**config.mk**
```make
export PLATFORM = sky130hd
export DESIGN_NAME = store_buffer
export DESIGN_NICKNAME = d
export VERILOG_FILES = /design/src/rtl/sail_mem_pkg.sv /design/src/rtl/store_fifo.sv /design/src/rtl/store_buffer.sv
export SDC_FILE = /design/constraint.sdc
export NUM_CORES = 1
export LEC_CHECK = 0
export CAP_MARGIN = 20
export CORE_MARGIN = 2
export CORE_UTILIZATION = 36
export CTS_CLUSTER_SIZE = 25
export DETAILED_ROUTE_END_ITERATION = 8
export PLACE_DENSITY = 0.6
export SYNTH_ARGS = -nofsm -noshare
export SYNTH_HDL_FRONTEND = slang
export SYNTH_SLANG_ARGS = --single-unit
```
**constraint.sdc**
```tcl
create_clock -name clk -period 8.5 [get_ports clk]
set_clock_uncertainty 0.1 [all_clocks]
set_input_delay 2.55 -clock clk [delete_from_list [all_inputs] [get_ports clk]]
set_output_delay 2.55 -clock clk [all_outputs]
set_load 0.05 [all_outputs]
```
**src/rtl/sail_mem_pkg.sv**
```systemverilog
// Shared definitions for the data-memory path: FSM states, MMIO boundary,
// access size/sign codes and the posted-store entry layout.
package sail_mem_pkg;

    typedef enum logic [1:0] {
        M_IDLE,
        M_ISSUE,
        M_WAIT
    } mem_state_e;

    localparam logic [31:0] MMIO_BASE = 32'h2000;

    // sign_mask = {signed, size_mask[2:0]}; size_mask 001 byte, 011 half, 111 word
    localparam logic [3:0] SM_BYTE  = 4'b1001;
    localparam logic [3:0] SM_BYTEU = 4'b0001;
    localparam logic [3:0] SM_HALF  = 4'b1011;
    localparam logic [3:0] SM_HALFU = 4'b0011;
    localparam logic [3:0] SM_WORD  = 4'b0111;

    typedef struct packed {
        logic [31:0] addr;
        logic [31:0] wdata;
        logic [3:0]  sign_mask;
    } sb_entry_t;

    function automatic logic is_mmio(input logic [31:0] addr);
        return addr >= MMIO_BASE;
    endfunction

endpackage

```
**src/rtl/store_fifo.sv**
```systemverilog
// Circular queue of posted stores with a parallel word-address match
// across all valid entries.
module store_fifo
    import sail_mem_pkg::*;
#(
    parameter int unsigned DEPTH = 4
) (
    input  logic                    clk,
    input  logic                    rst_n,
    input  logic                    push,
    input  sb_entry_t               push_entry,
    input  logic                    pop,
    output sb_entry_t               head,
    output logic [$clog2(DEPTH):0]  count,
    input  logic [29:0]             lookup_word,
    output logic                    hit
);
    localparam int unsigned PW = $clog2(DEPTH);

    sb_entry_t       entries [DEPTH];
    logic [PW-1:0]   wr_ptr;
    logic [PW-1:0]   rd_ptr;

    always_ff @(posedge clk or negedge rst_n) begin
        if (!rst_n) begin
            wr_ptr <= '0;
            rd_ptr <= '0;
            count  <= '0;
        end else begin
            if (push) wr_ptr <= wr_ptr + 1'b1;
            if (pop)  rd_ptr <= rd_ptr + 1'b1;
            if (push && !pop) begin
                count <= count + 1'b1;
            end else if (!push && pop) begin
                count <= count - 1'b1;
            end
        end
    end

    // Storage needs no reset: validity comes only from rd_ptr/count.
    always_ff @(posedge clk) begin
        if (push) entries[wr_ptr] <= push_entry;
    end

    assign head = entries[rd_ptr];

    // Entry i is valid when its distance from rd_ptr is below count (or the queue is full).
    always_comb begin
        hit = 1'b0;
        for (int unsigned i = 0; i < DEPTH; i++) begin
            if (((PW'(i) - rd_ptr) < count[PW-1:0] || count[PW]) &&
                entries[i].addr[31:2] == lookup_word) begin
                hit = 1'b1;
            end
        end
    end

endmodule

```
**src/rtl/store_buffer.sv**
```systemverilog
// Posted-store buffer between the MEM stage and data_mem: queues stores,
// lets non-conflicting loads bypass, and serialises requests to memory.
module store_buffer
    import sail_mem_pkg::*;
#(
    parameter int unsigned DEPTH = 4
) (
    input  logic        clk,
    input  logic        rst_n,
    input  logic [31:0] cpu_addr,
    input  logic [31:0] cpu_wdata,
    input  logic        cpu_memwrite,
    input  logic        cpu_memread,
    input  logic [3:0]  cpu_sign_mask,
    output logic [31:0] cpu_rdata,
    output logic        cpu_stall,
    output logic [31:0] mem_addr,
    output logic [31:0] mem_wdata,
    output logic [3:0]  mem_sign_mask,
    output logic        mem_memwrite,
    output logic        mem_memread,
    input  logic [31:0] mem_rdata,
    input  logic        mem_stall
);
    localparam int unsigned CW = $clog2(DEPTH) + 1;

    mem_state_e     state;
    mem_state_e     state_next;
    logic           op_load;
    logic           ld_done;
    logic [CW-1:0]  count;
    sb_entry_t      head;
    sb_entry_t      push_entry;
    logic           hit;
    logic           hazard;
    logic           load_pending;
    logic           head_done;
    logic           load_done;
    logic           full;
    logic           push;
    logic           sel_load;
    logic           sel_store;

    assign push_entry = '{addr: cpu_addr, wdata: cpu_wdata, sign_mask: cpu_sign_mask};

    store_fifo #(
        .DEPTH(DEPTH)
    ) u_fifo (
        .clk         (clk),
        .rst_n       (rst_n),
        .push        (push),
        .push_entry  (push_entry),
        .pop         (head_done),
        .head        (head),
        .count       (count),
        .lookup_word (cpu_addr[31:2]),
        .hit         (hit)
    );

    // Device reads stay ordered behind every queued store.
    assign hazard       = hit | (is_mmio(cpu_addr) & (count != '0));
    assign load_pending = cpu_memread & ~ld_done & ~hazard;
    assign head_done    = (state == M_WAIT) & ~mem_stall & ~op_load;
    assign load_done    = (state == M_WAIT) & ~mem_stall & op_load;
    assign full         = (count == CW'(DEPTH));
    assign push         = cpu_memwrite & (~full | head_done);
    assign cpu_stall    = (cpu_memread & ~ld_done) | (cpu_memwrite & full & ~head_done);
    assign mem_memread  = (state == M_ISSUE) & op_load;
    assign mem_memwrite = (state == M_ISSUE) & ~op_load;

    always_comb begin
        state_next = state;
        sel_load   = 1'b0;
        sel_store  = 1'b0;
        unique case (state)
            M_IDLE: begin
                if (load_pending) begin
                    sel_load   = 1'b1;
                    state_next = M_ISSUE;
                end else if (count != '0) begin
                    sel_store  = 1'b1;
                    state_next = M_ISSUE;
                end
            end
            M_ISSUE: state_next = M_WAIT;
            M_WAIT:  if (!mem_stall) state_next = M_IDLE;
            default: state_next = M_IDLE;
        endcase
    end

    always_ff @(posedge clk or negedge rst_n) begin
        if (!rst_n) begin
            state         <= M_IDLE;
            op_load       <= 1'b0;
            ld_done       <= 1'b0;
            cpu_rdata     <= '0;
            mem_addr      <= '0;
            mem_wdata     <= '0;
            mem_sign_mask <= '0;
        end else begin
            state   <= state_next;
            ld_done <= load_done;
            if (load_done) cpu_rdata <= mem_rdata;
            if (sel_load) begin
                mem_addr      <= cpu_addr;
                mem_sign_mask <= cpu_sign_mask;
                op_load       <= 1'b1;
            end else if (sel_store) begin
                mem_addr      <= head.addr;
                mem_wdata     <= head.wdata;
                mem_sign_mask <= head.sign_mask;
                op_load       <= 1'b0;
            end
        end
    end

endmodule

```
# Yosys cells after proc, flatten, opt, wreduce, memory -nomap -nowiden
# Memories as Yosys holds them, arrays and structs flattened.
# Cells that the tools add are included.
# totals
ramBits,272
reg_bits,111
word_cells,95
n_memories,1
# memory_table
name,depth,width,read_ports,rd_ports_with_merged_regs,write_ports,line,source
u_fifo.entries,4,68,5,0,1,store_fifo.sv:20,sb_entry_t entries [DEPTH];
# classes
muxes,23
n_lt_le_gt_ge,5
n_eq_ne,9
reduce_logical,18
bitwise_logic,21
n_addsub,8
# ops
cell,n
equality test 30 bit,4
two-way mux 32 bit,2
greater-or-equal comparator 32 x 14 -> 1 bit (second input constant),1
two-way mux 1 bit,13
bitwise AND 1 bit,11
less-than comparator 2 bit,4
two-way mux 4 bit,2
NOT 1 bit,7
logical AND 1 bit,6
two-way mux 2 bit,3
two-way mux 3 bit,2
one-hot mux 2 bit (3 select lines),1
adder 2 x 1 -> 2 bit (second input constant),2
logical OR 1 bit,4
AND reduction 2 bit,2
nonzero test 2 bit,2
subtractor 1 x 2 -> 2 bit (first input constant),2
subtractor 2 bit (first input constant),2
adder 3 x 1 -> 3 bit (second input constant),1
equality test 3 bit (second input constant),1
!= test 3 bit (second input constant),1
bitwise OR 1 bit,3
nonzero test 3 bit,1
subtractor 3 x 1 -> 3 bit (second input constant),1
other kinds (5),6

# Logic depth before layout (Yosys ltp)
# depth
depth_word,15
mapped_depth,13
ltp_nobuf,9

# Modules after synthesis
# Synthesis repeated with hierarchy kept, for this count alone.
# unflattened
cells_unflattened,882
hier_area_um2,15931.5
# by_module_without_submodules
module,cells_per_inst,instances,area_each_um2,seq_area_each_um2
store_fifo,568,1,11593.6,8343.0
store_buffer,314,1,4337.9,2602.5

# Worst setup path after synthesis
# No wires, ideal clock.
# synth_path
path_type,input to output
from,input port mem_stall
to,output port cpu_stall
path_stages,3
t_arrival_ns,3.716
t_required_ns,5.850
n_path_buf,1
path_slack_ns,2.134
cell_sequence,or4b_2 > clkbuf_1 > a41o_1
# synth_via
elab_chain_len,6
# synth_rtl
element,line,source
start: declaration,store_buffer.sv:23,input logic mem_stall
NOT 1 bit,store_buffer.sv:63,assign head_done = (state == M_WAIT) & ~mem_stall & ~op_load;
bitwise AND 1 bit (2 in a row),store_buffer.sv:63,
NOT 1 bit,store_buffer.sv:67,assign cpu_stall = (cpu_memread & ~ld_done) | (cpu_memwrite & full & ~head_done);
bitwise AND 1 bit,store_buffer.sv:67,
bitwise OR 1 bit,store_buffer.sv:67,
end: declaration,store_buffer.sv:16,"output logic cpu_stall,"
# Every way passes these cells.

# Worst setup path after layout
# Ends and elaborated chain as after synthesis.

==> flow_summary.ini <==
[power]
power.leakage_nw = 7.37
power.internal_w = 0.00496
pwr-share-clk_pct = 22.7
sw_frac_of_total_pct = 38.1
p_seq_share_pct = 36.3
p_per_area_nw_per_um2 = 390
ir_drop_v = 0.000233
p_switching_w = 0.00306
comb_power_share_pct = 41.0

[drt]
drt_pass1_iterations = 6
ant_nets = 0
wl_per_cell_um = 22.4
drt_iter0_markers = 572
drc = 0
avgViaCountPerCell = 5.09
vias = 9492
routed_wl_mm = 41.7

[floorplan]
ios = 208
rows = 78
start_util_pct = 36.6
design.core.area_um2 = 45500
dieArea_um2 = 48000
dieWidth_um = 219
die_h_um = 219

[hold_path]
hp-start = cpu_rdata[5]
min_to = cpu_rdata[5]
hp-class = reg -> reg
hold_depth = 1

[setup_path]
worstSetupPathType = in -> out
ff2ff_path_depth = 10
crit_family = buffers and inverters
r2r-start = u_fifo.rd_ptr[0]
r2r-end = mem_addr[10]
path_cells = clkdlybuf4s50_1, or4b_2, a41o_1, clkdlybuf4s50_1
cpMostUsedCell = clkdlybuf4s50_1
slowest_stage = or4b_2
max_stage_delay_ps = 720
path_buf_inv = 2
end_kind = output pin
r2r_slack_ps = 4240
cp.arrival_ps = 4720
start_kind = input port
cp_max_fo = 5
cp.required_ps = 5850

[sta]
hold_ws_ps = 404
setup_viol = 0
tightest_slew_ps = 1070
final_max_slew_viol_count = 0
fmax_ghz = 0.136
period_needed_ps = 7370
maxSlewHeadroom_pct = 28.7
fin_ws_ps = 1130
period_share_pct = 86.7
hold_viol = 0
fin_tns_setup_ps = 0
rsz0062_at_grt = no

[cts]
cts.sinks = 383
cts-root-buf = clkbuf_16
clkTransAtPathRegs_ps = 60
hold_buffers = 0
cts_tree = built
cts-resized-gates = 0
post_cts.repair.setup_buffers = 0
cts_htree_levels = 2
cts_buffers = 44
clock_latency_ps = 570
clockBufferDepth = 3

[global_routing]
grt_overflow = 0
gr-usage-met1_pct = 23.6
grt_pass1_vias = 9836
grt.busiest_layer = met2
gr-usage-all-layers_pct = 17.5
grt_start_max_net_pins = 111
grtUsageMet3_pct = 4.45
grtUsageMet2_pct = 28.2
antenna_found_initial = 3
grt_pass1_wl_mm = 62.1

[place]
io_buffers = 207
dp_hpwl_mm = 25.8
place_congestion = 0.813
place_inst = 1785
place_ws_ps = 1130

[synthesis]
syn_avg_cell_area_um2 = 15.9
synth-seq-cells = 383
syn-num-nets = 1163
ys_warn_count = 0
ys_seq_area_share_pct = 65.7
syn_inst = 1048
synth_cell_types = 41
netlist_area_um2 = 16600

[finish]
nets = 1346
drive_above_1_share_pct = 17.5
area_growth_pct = 23.5
final_cell_mix = edfxtp_1 (272), clkdlybuf4s50_1 (206), xor2_1 (113)
layout.cells.non_filler = 1866
nFillCells = 4066
layout_commonest_cell = edfxtp_1
antenna-diode-count = 0

[outcome]
status = finished clean

[run]
maxCapViolCount = 0
[metrics by stage]
stage / util, % / total power, W / instance area, um^2
3_3_place_gp: 42.2 / 0.00623 / 19200
6_report: 45.2 / 0.00802 / 20600
4_1_cts: 45.2 / 0.00814 / 20600
2_1_floorplan: - / 0.00518 / 16600
3_5_place_dp: 42.2 / 0.00629 / 19200
5_1_grt: 45.2 / 0.00843 / 20600
[registers in the layout, indices dropped and copies added (netlist names), 2 cells and up]
register,count
mem_addr,32
u_fifo.rd_ptr,2
mem_sign_mask,4
state,2
mem_wdata,32
u_fifo.entries,272
u_fifo.wr_ptr,2
cpu_rdata,32
u_fifo.count,3
[power by group through the flow]
stage               combinational, W  clock [W]  sequential, W
floorplan                    0.00158          0        0.00360
global placement             0.00330          0        0.00293
detailed placement           0.00334          0        0.00295
CTS                          0.00334    0.00187        0.00292
global route                 0.00350    0.00195        0.00298
finish                       0.00329    0.00182        0.00291
[worst max path at each step]
stage / startpoint / endpoint / slack, ps / depth (start not counted)
2_1_floorplan: mem_stall / cpu_stall / 2130 / 3
3_3_place_gp: mem_stall / cpu_stall / 1140 / 4
3_5_place_dp: mem_stall / cpu_stall / 1130 / 4
4_1_cts: mem_stall / cpu_stall / 1120 / 4
5_1_grt: mem_stall / cpu_stall / 1070 / 4
6_report: mem_stall / cpu_stall / 1130 / 4
[Yosys cell counts]
library cell	n	area [um^2]
edfxtp_1	272	8170
xor2_1	113	990
dfrtp_1	111	2780
nand3_1	77	385
nand2_1	75	282
mux4_2	68	1530
o21ai_0	40	200
clkbuf_1	36	135
nand3b_1	36	270
mux2_2	35	394
buf_2	34	170
mux2_4	30	450
nor4_1	26	163
xnor2_1	14	123
inv_1	11	41.3
buf_6	9	101
ha_1	9	113
nand4_1	7	43.8
nor3_1	6	30.0
a21oi_1	5	25.0
nor2_1	5	18.8
and2_1	4	25.0
nor4_2	3	37.5
a2111oi_0	2	17.5
a31oi_1	2	12.5
buf_1	2	7.51
clkbuf_2	2	10.0
a41o_1	1	10.0
and2_4	1	8.76
fa_1	1	20.0
nand2b_1	1	6.26
nor2b_1	1	6.26
nor3b_1	1	7.51
nor4bb_1	1	10.0
o211ai_1	1	7.51
o21bai_1	1	7.51
o311ai_1	1	8.76
or2_2	1	6.26
or3_1	1	6.26
or4_4	1	11.3
or4b_2	1	10.0
[routing by layer]
metal | routed length (um) | vias to the layer above
li1 | - | 4294
met1 | 18200 | 4843
met2 | 19700 | 282
met3 | 3070 | 67
met4 | 780 | 6
met5 | 34 | -
[logic make-up after synthesis]
kind of cell / synth area share [%]
AOI/OAI and AO/OA: 1.74
xor gates and xnor gates: 6.68
adders and majority gates: 0.797
buffers and inverters: 2.80
DFF: 65.7
muxes: 14.3
and+or+nand+nor: 7.97
[area by class of cell]
cell class | count | area, um^2 | area share (%)
Timing Repair Buffer | 220 | 2170 | 10.6
Tap cell | 600 | 751 | 3.65
Clock buffer | 61 | 1230 | 5.96
Clock inverter | 20 | 148 | 0.718
Sequential cell | 383 | 11000 | 53.3
Inverter | 11 | 41.3 | 0.201
Multi-Input combinational cell | 571 | 5270 | 25.6
(Power assumes the default switching activity.)
